$ cat config.mk
export PLATFORM = sky130hd
export DESIGN_NAME = multicycle_sequencer
export DESIGN_NICKNAME = d
export VERILOG_FILES = /design/src/rtl/multicycle_sequencer.sv
export SDC_FILE = /design/constraint.sdc
export NUM_CORES = 1
export LEC_CHECK = 0
export CAP_MARGIN = 15
export CORE_MARGIN = 4
export CORE_UTILIZATION = 46
export DETAILED_ROUTE_END_ITERATION = 16
export HOLD_SLACK_MARGIN = 0.05
export PLACE_DENSITY = 0.88
export RECOVER_POWER = 25
export SLEW_MARGIN = 20
export SYNTH_ARGS = -nofsm -noshare
export SYNTH_HDL_FRONTEND = slang
export SYNTH_SLANG_ARGS = --single-unit
$ cat constraint.sdc
create_clock -name clk -period 1.65 [get_ports clk]
set_input_delay 0.33 -clock clk [delete_from_list [all_inputs] [get_ports clk]]
set_output_delay 0.33 -clock clk [all_outputs]
set_load 0.005 [all_outputs]
$ cat src/rtl/multicycle_sequencer.sv
// Multi-cycle control sequencer: walks FETCH/DECODE/EXEC/MEM/WB, gates the
// decoder control word into one-state strobes, tracks wait-state timeouts and retires.
module multicycle_sequencer #(
  parameter int TIMEOUT = 16,
  parameter int CNT_W   = 16
) (
  input  logic             clk,
  input  logic             rst_n,
  input  logic             run,
  input  logic             stop,
  input  logic [3:0]       opcode,
  input  logic             dec_we,
  input  logic             dec_mwe,
  input  logic             dec_outld,
  input  logic             imem_ready,
  input  logic             dmem_ready,
  output logic             imem_req,
  output logic             ir_ld,
  output logic             dmem_req,
  output logic             dmem_we,
  output logic             rf_we,
  output logic             out_ld,
  output logic             pc_ld,
  output logic [2:0]       state,
  output logic             halted,
  output logic             err,
  output logic [CNT_W-1:0] instr_count
);

  typedef enum logic [2:0] {
    S_IDLE   = 3'd0,
    S_FETCH  = 3'd1,
    S_DECODE = 3'd2,
    S_EXEC   = 3'd3,
    S_MEM    = 3'd4,
    S_WB     = 3'd5,
    S_HALT   = 3'd6,
    S_ERROR  = 3'd7
  } state_t;

  localparam logic [3:0] OP_LOAD  = 4'b0111;
  localparam logic [3:0] OP_STORE = 4'b1000;
  localparam logic [3:0] OP_HALT  = 4'b1110;
  localparam int         WAIT_W   = $clog2(TIMEOUT + 1);
  localparam logic [WAIT_W-1:0] WAIT_LAST = WAIT_W'(TIMEOUT - 1);

  state_t             r_state;
  state_t             w_state_next;
  logic [WAIT_W-1:0]  r_wait;
  logic [WAIT_W-1:0]  w_wait_next;
  logic [CNT_W-1:0]   r_count;
  logic               w_timeout;

  assign w_timeout = (r_wait == WAIT_LAST);

  always_ff @(posedge clk or negedge rst_n) begin
    if (!rst_n) begin
      r_state <= S_IDLE;
      r_wait  <= '0;
      r_count <= '0;
    end else begin
      r_state <= w_state_next;
      r_wait  <= w_wait_next;
      if (pc_ld)
        r_count <= r_count + 1'b1;
    end
  end

  // The wait counter defaults to zero, so it is cleared on every entry to
  // FETCH/MEM and only advances while a memory access is still stalled.
  always_comb begin
    w_state_next = r_state;
    w_wait_next  = '0;
    imem_req     = 1'b0;
    ir_ld        = 1'b0;
    dmem_req     = 1'b0;
    dmem_we      = 1'b0;
    rf_we        = 1'b0;
    out_ld       = 1'b0;
    pc_ld        = 1'b0;
    case (r_state)
      S_IDLE: begin
        if (run)
          w_state_next = S_FETCH;
      end
      S_FETCH: begin
        imem_req = 1'b1;
        if (imem_ready) begin
          ir_ld        = 1'b1;
          w_state_next = S_DECODE;
        end else if (w_timeout) begin
          w_state_next = S_ERROR;
        end else begin
          w_wait_next = r_wait + 1'b1;
        end
      end
      S_DECODE: begin
        w_state_next = (opcode == OP_HALT) ? S_HALT : S_EXEC;
      end
      S_EXEC: begin
        if (opcode == OP_LOAD || opcode == OP_STORE)
          w_state_next = S_MEM;
        else
          w_state_next = S_WB;
      end
      S_MEM: begin
        dmem_req = 1'b1;
        dmem_we  = dec_mwe;
        if (dmem_ready) begin
          if (opcode == OP_STORE) begin
            pc_ld        = 1'b1;
            w_state_next = stop ? S_IDLE : S_FETCH;
          end else begin
            w_state_next = S_WB;
          end
        end else if (w_timeout) begin
          w_state_next = S_ERROR;
        end else begin
          w_wait_next = r_wait + 1'b1;
        end
      end
      S_WB: begin
        rf_we        = dec_we;
        out_ld       = dec_outld;
        pc_ld        = 1'b1;
        w_state_next = (stop || !run) ? S_IDLE : S_FETCH;
      end
      S_HALT:  w_state_next = S_HALT;
      S_ERROR: w_state_next = S_ERROR;
      default: w_state_next = S_IDLE;
    endcase
  end

  assign state       = r_state;
  assign halted      = (r_state == S_HALT);
  assign err         = (r_state == S_ERROR);
  assign instr_count = r_count;

endmodule

==> results of run 1 <==
-- placed cells by master (no fill, tap or decap), types with 4 or more instances in the layout --
master / synthesis / routed
and3_1: 9 / 7
clkdlybuf4s50_1: 0 / 20
buf_4: 0 / 28
buf_6: 1 / 19
dlygate4sd2_1: 0 / 8
dfrtp_1: 24 / 21
nor3_1: 9 / 8
nand3_1: 10 / 10
buf_2: 1 / 5
nand2_1: 8 / 5
nor4_2: 2 / 4
xor2_1: 16 / 16
nor2_1: 8 / 5
-- worst max-delay path: stages, from the launching register on --
cell and delay, ns:
dfrtp_2 0.44, buf_6 0.12, buf_6 0.11, buf_6 0.10
nand2_2 0.04, or4_4 0.52, and3_4 0.16, a31oi_1 0.18
-- synth_stat cells, drive strengths merged --
master / instances
inv: 3
nand4: 2
o21ba: 1
nor2: 8
and4: 1
nor4: 9
and4b: 1
a2111o: 1
and3: 9
nand2b: 1
clkbuf: 6
mux2: 1
nand2: 8
a221o: 1
nand3: 11
a31oi: 3
nor4b: 1
and2: 2
or4: 1
dfrtp: 24
xnor2: 1
nor3: 9
a21o: 1
xor2: 16
ha: 2
nor2b: 1
nor3b: 3
nand4b: 1
o221ai: 1
a21oi: 1
o21bai: 1
o21ai: 1
buf: 2
-- final cells by class --
cell class / instances / area (um^2) / area share (%)
inverters: 3 / 11.3 / 0.496
repair buffers: 85 / 769 / 33.9
well taps: 31 / 38.8 / 1.71
clock buffers: 4 / 36.3 / 1.60
flip-flops and latches: 24 / 604 / 26.6
multi-input cells: 99 / 811 / 35.7
-- registers in the layout, indices dropped and copies added (netlist names) --
signal       flops
instr_count     16
state            3
r_wait           5
-- stage by stage --
step	setup WS, ns	cell area [um^2]	std cells	utilization (%)	setup TNS [ns]
2_1_floorplan	0.147	1350	134	-	0
3_3_place_gp	-0.620	1890	216	68.0	-5.82
3_5_place_dp	-0.623	1890	216	68.0	-6.43
4_1_cts	-0.0391	2090	238	75.2	-0.142
5_1_grt	-0.152	2270	246	81.6	-1.11
6_report	-0.0968	2270	246	81.6	-0.372
-- layer usage --
metal	vias to the layer above	part of all wire, %
met5	-	0
met4	0	3.4
met3	15	4.7
met2	63	54
met1	732	38
li1	648	-
-- power by group through the flow --
| stage | logic [mW] | clock network, mW | registers, mW |
|---|---|---|---|
| 3_5_place_dp | 1.25 | 0 | 0.855 |
| 3_3_place_gp | 1.21 | 0 | 0.848 |
| 5_1_grt | 2.22 | 0.347 | 0.843 |
| 6_report | 2.09 | 0.320 | 0.827 |
| 2_1_floorplan | 0.642 | 0 | 0.824 |
| 4_1_cts | 1.67 | 0.318 | 0.815 |
-- what timing repair did --
item | 4_1_cts | 5_1_grt
setup endpoints to repair | 19 | 21
cloned | 0 | 0
pin swaps | 8 | 9
buffers inserted | 19 | 8
resized for setup | 61 | 33
-- path summary, 6_finish.rpt --
check                                                    to  cells after the start
min in group asynchronous        instr_count[8]$_DFFE_PN0P_                      2
max in group asynchronous        instr_count[2]$_DFFE_PN0P_                      2
worst max register to register         state[0]$_DFFE_PN0P_                      7
worst min register to register  instr_count[15]$_DFFE_PN0P_                      1
worst max-delay path                   state[0]$_DFFE_PN0P_                      7
worst min-delay path            instr_count[15]$_DFFE_PN0P_                      1
-- cell families after synthesis --
family	count (synthesis)	share of synthesized area (%)
adder cells (fa/ha/maj)	2	1.86
AND/OR/NAND/NOR	68	31.5
AO/OA/AOI/OAI	11	6.50
multiplexers	1	0.836
flip-flops	24	44.6
XOR/XNOR	17	11.0
buffers and inverters	11	3.71
==> results by group, run 1 <==
Timing
  • Final Setup Violations: 6
  • Clock skew: about 0.014 ns
  • Tcrit/Tclk final: 106%
  • Final Hold Fails: 0
  • Fmax: 572 MHz
  • RSZ-0062 raised after global routing: yes
  • Rel. slew slack: roughly three fifths
  • Post-route worst setup slack: -0.0968 ns
  • Hold_ws: 0.496 ns
  • Fin crit period: 1.75 ns
  • Final slew viol count: 0
  • Least-Margin Pin Slew: slightly above 0.6 ns

Pwr
  • P_sw: 1.28 mW
  • Internal Power: ~2.0 mW
  • Reg power frac: 25.5%
  • P_leak: 1.13 nW
  • Sw Share: 39.4%
  • Clk pwr share: 9.9%
  • Pwr Density: ~1400 nW/um^2
  • VDD IR max: 1400 uV
  • Combinational power share: between 60% and 70%
  • Total power: roughly 3.2 mW

Global route
  • Initial antenna violation count: 0
  • Vias in the first global route: 1501
  • Met3 usage: 4.50%
  • Met2 usage: 39.2%
  • Total GRT Usage: 21.5%
  • Grt peak-use layer: met2
  • Global-route wire length before repair: 6890 um
  • Grt met1 use: a little under a quarter
  • Total grt overflow: 0
  • Largest net degree at the start of global routing: 25

Clocking
  • Clock tree buffer depth: 2
  • H-tree levels: 1
  • # clock sinks: 24
  • CTS tree: yes
  • Clock transition at path regs: 0.15 ns
  • TritonCTS buffer count: 3
  • Worst skew pair latency: between 0.3 and 0.4 ns
  • Hold_buf cts: 0
  • CTS Root Cell: clkbuf_4

Synth
  • Cell variety after synth: 37
  • Yosys Warn Count: 0
  • Syn_area_per_cell: 10.1 um^2
  • Largest area contributor in the netlist: dfrtp_1
  • Post-synth top area share: 44.6%
  • Post-Syn Area: 1350 um^2
  • Syn Nets: 149
  • Seq/Total Area, Yosys: 44.6%
  • Largest cells by area after synthesis: dfrtp_1 45%, xor2_1 10%, and3_1 4.2%
  • Syn Inst Count: 134
  • Flops & latches, synth: 24

Job
  • Max-Cap Viols: 0

Die
  • Die width: 62.1 um
  • Die Y: 62.1 um
  • Die area: 3860 um^2
  • I/O pins: 41
  • Row count: 19
  • CORE AREA: 2780 um^2
  • Initial Util: 48.4%

Worst setup path
  • R2R Setup Slk: -0.1 ns
  • Worst Path Required: between 1.5 and 2 ns
  • Arrival @ worst endpoint: 1.99 ns
  • Crit path from: state[0]$_DFFE_PN0P_
  • Endpoint class of the critical path: flip-flop
  • Critical path type: reg2reg
  • CP Max Fanout: 4
  • Startpoint types: flip-flop
  • R2R Path Start: state[0]$_DFFE_PN0P_

Final layout
  • Final nets: 231
  • Area Growth Syn to Fin: 68.5%
  • Layout cells sized above 1: 40.0%
  • Antenna Cells: 0
  • Number of fill cells: 157

Min path
  • Hold Crit Start: instr_count[15]$_DFFE_PN0P_
  • Hold WC Path Type: reg2reg

Drt
  • Drt drc: 0
  • Routed wire length: 4610 um
  • Pre-Repair DR Iteration Count: 5
  • Post-DRT Antenna Nets: 0
  • Wire per inst: 18.7 um
  • DRT iter0 DRCs: 74
  • Drt via density: between 5 and 6
  • DR vias: 1458

Placed design
  • RD Place Congestion: a little under 0.9
  • PortBufs: 40
  • Dpl hpwl: between 2000 and 2500 um

Status
  • Run status: finished, violations left
  • Failing checks: negative setup slack
(Power assumes the default switching activity.)
==> inputs of run 2 (changes only) <==
--- a/config.mk
+++ b/config.mk
@@ -7,10 +7,11 @@
 export LEC_CHECK = 0
 export CAP_MARGIN = 15
 export CORE_MARGIN = 4
-export CORE_UTILIZATION = 46
+export CORE_UTILIZATION = 48
+export CTS_BUF_LIST = sky130_fd_sc_hd__clkbuf_8
 export DETAILED_ROUTE_END_ITERATION = 16
 export HOLD_SLACK_MARGIN = 0.05
-export PLACE_DENSITY = 0.88
+export PLACE_DENSITY = 0.91
 export RECOVER_POWER = 25
 export SLEW_MARGIN = 20
 export SYNTH_ARGS = -nofsm -noshare
==> results by group, run 2 (same netlist as run 1, synthesis figures left out) <==
Drt
  • DR vias: 1319 (-9.5%)
  • DRT iter0 DRCs: 25 (-66%)
  • Pre-Repair DR Iteration Count: 4 (-1)
  • Wire per inst: 15.9 um (-15%)
  • Routed wire length: 3680 um (-20%)
  • Drt via density: 5.71 (-3.7%)
  • Drt drc: 0 (unchanged)
  • Post-DRT Antenna Nets: 0 (unchanged)

Worst setup path
  • Endpoint class of the critical path: output port
  • Arrival @ worst endpoint: 1.34 ns (-0.65 ns)
  • Critical path endpoint: dmem_we
  • Worst Path Required: 1.32 ns (-0.58 ns)
  • FF-to-FF path depth: 7 (unchanged)
  • R2R Path Start: state[2]$_DFFE_PN0P_
  • Crit path from: state[2]$_DFFE_PN0P_
  • Startpoint types: flip-flop
  • Critical path type: reg2out
  • R2R Setup Slk: -0.02 ns (+0.07 ns)
  • CP Max Fanout: 3 (-1)
  • RR Endpoint: state[0]$_DFFE_PN0P_

Final layout
  • Final nets: 217 (-6.1%)
  • Most frequent cells in the layout: 28 x buf_4, 23 x clkdlybuf4s50_1, 22 x dfrtp_1, 16 x xor2_1, 10 x nand3_1
  • Antenna Cells: 0 (unchanged)
  • Non-Filler Instances: 231 (-6.1%)
  • Layout cells sized above 1: 30.3% (-9.7 points)
  • Most common cell after layout, fill and taps aside: buf_4
  • Largest register FFs: 16 (unchanged)
  • Design Area, Final: 2090 um^2 (-8.0%)
  • Area Growth Syn to Fin: 55.0%

Status
  • Run status: finished, violations left
  • Failing checks: negative setup slack

Die
  • I/O pins: 41 (unchanged)
  • Initial Util: 52.5% (+4.0 points)
  • Die area: 3720 um^2 (-3.6%)
  • CORE AREA: 2570 um^2 (-7.7%)
  • Die Y: 61.0 um (-1.8%)
  • Die width: 61.0 um (-1.8%)
  • Row count: 18 (-1)

Timing
  • Setup_tns: -0.0398 ns (+0.333 ns)
  • RSZ-0062 raised after global routing: yes
  • Post-route worst setup slack: -0.0229 ns (+0.0738 ns)
  • Final Hold Fails: 0 (unchanged)
  • Fmax: 598 MHz (+4.4%)
  • Tcrit/Tclk final: 101% (-4.5 points)
  • Rel. slew slack: 60.3% (+1.1 points)
  • Fin crit period: 1.67 ns (-0.0738 ns)
  • Hold_ws: 0.473 ns (-0.0236 ns)
  • Least-Margin Pin Slew: 0.595 ns (-0.0163 ns)
  • Clock skew: 0.00219 ns (-0.0119 ns)
  • Final Setup Violations: 2 (-4)
  • Final slew viol count: 0 (unchanged)

Pwr
  • P_leak: 1.04 nW (-7.9%)
  • VDD IR max: 1090 uV (-22%)
  • Pwr Density: 1360 nW/um^2 (-5.0%)
  • Total power: 2.83 mW (-13%)

Clocking
  • Clock transition at path regs: 0.08 ns (-0.07 ns)
  • CTS tree: yes
  • CTS Root Cell: clkbuf_8
  • Worst skew pair latency: 0.26 ns (-0.06 ns)
  • H-tree levels: 1 (unchanged)
  • # clock sinks: 24 (unchanged)
  • TritonCTS buffer count: 3 (unchanged)
  • Clock tree buffer depth: 2 (unchanged)

Placed design
  • PortBufs: 40 (unchanged)
  • Post-Place Cells: 215 (-0.46%)
  • Dpl hpwl: 2410 um (+0.44%)
  • RD Place Congestion: 0.905 (+2.3%)
  • Placed Area: 1890 um^2 (about the same)

Min path
  • Hold Crit Start: instr_count[15]$_DFFE_PN0P_
  • Hold WC Path Type: reg2reg

Job
  • Max-Cap Viols: 0 (unchanged)

Global route
  • Global-route wire length before repair: 5880 um (-15%)
  • Vias in the first global route: 1332 (-11%)
  • Total GRT Usage: 21.2% (-0.22 points)
  • Initial antenna violation count: 0 (unchanged)
  • Largest net degree at the start of global routing: 25 (unchanged)
  • Total grt overflow: 0 (unchanged)
## run 2: cell count changes in the layout (fill, tap and decap cells not counted), moves of 3 or more
cell / previous run / this run
clkbuf_4: 3 / 0
clkbuf_2: 1 / 4
clkbuf_8: 1 / 4
clkdlybuf4s50_1: 20 / 23
buf_6: 19 / 2
## run 2: area by class of cell
class                           instances  area [um^2]
Fill cell                             149          479
Timing Repair Buffer                   71          602
Tap cell                               30         37.5
Clock buffer                            4         55.1
Inverter                                3         11.3
Sequential cell                        24          603
Multi-Input combinational cell         99          779
## run 2: layer usage
metal	share of wire, %	track usage [%]	vias up
li1	-	-	625
met1	42	25.4	649
met2	52	38.8	41
met3	5.4	3.40	4
met4	0.81	6.50	0
met5	0	0	-
## run 2: timing repair
action | in CTS | in global routing
gates resized for setup | 44 | 8
pin swaps | 7 | 6
setup endpoints to repair | 27 | 8
hold buffers | 0 | 0
setup buffers | 11 | 2
## run 2: worst max-delay path, cell delays in order, from the launching register on
cell and delay, ns:
dfrtp_1 0.42, buf_4 0.15, nand2b_4 0.07, nor2_4 0.04
and2_1 0.14, dlygate4sd2_1 0.25
## run 2: report_power, final
| group | internal, mW | switching, mW | leakage, nW | total, mW |
|---|---|---|---|---|
| Combinational | 0.833 | 0.760 | 0.692 | 1.59 |
| Clock | 0.213 | 0.181 | 0.0288 | 0.394 |
| Sequential | 0.708 | 0.135 | 0.318 | 0.843 |
| Total | 1.75 | 1.08 | 1.04 | 2.83 |
## run 2: how the worst min path moves through the flow
| stage | slack, ns | end | cells after the start |
|---|---|---|---|
| after floorplan | 0.03 | instr_count[0]$_DFFE_PN0P_ | 0 |
| after detailed placement | 0.47 | instr_count[15]$_DFFE_PN0P_ | 1 |
| after global placement | 0.45 | r_wait[0]$_DFF_PN0_ | 1 |
| final | 0.47 | instr_count[15]$_DFFE_PN0P_ | 1 |
| after CTS | 0.42 | instr_count[13]$_DFFE_PN0P_ | 2 |
| after global routing | 0.50 | instr_count[15]$_DFFE_PN0P_ | 1 |
## run 2: metrics by stage
stage	setup WS, ns	util, %
after floorplan	0.147	-
after global placement	-0.616	73.6
after detailed placement	-0.655	73.6
after CTS	0.00179	80.9
after global routing	-0.106	81.3
final	-0.0229	81.3
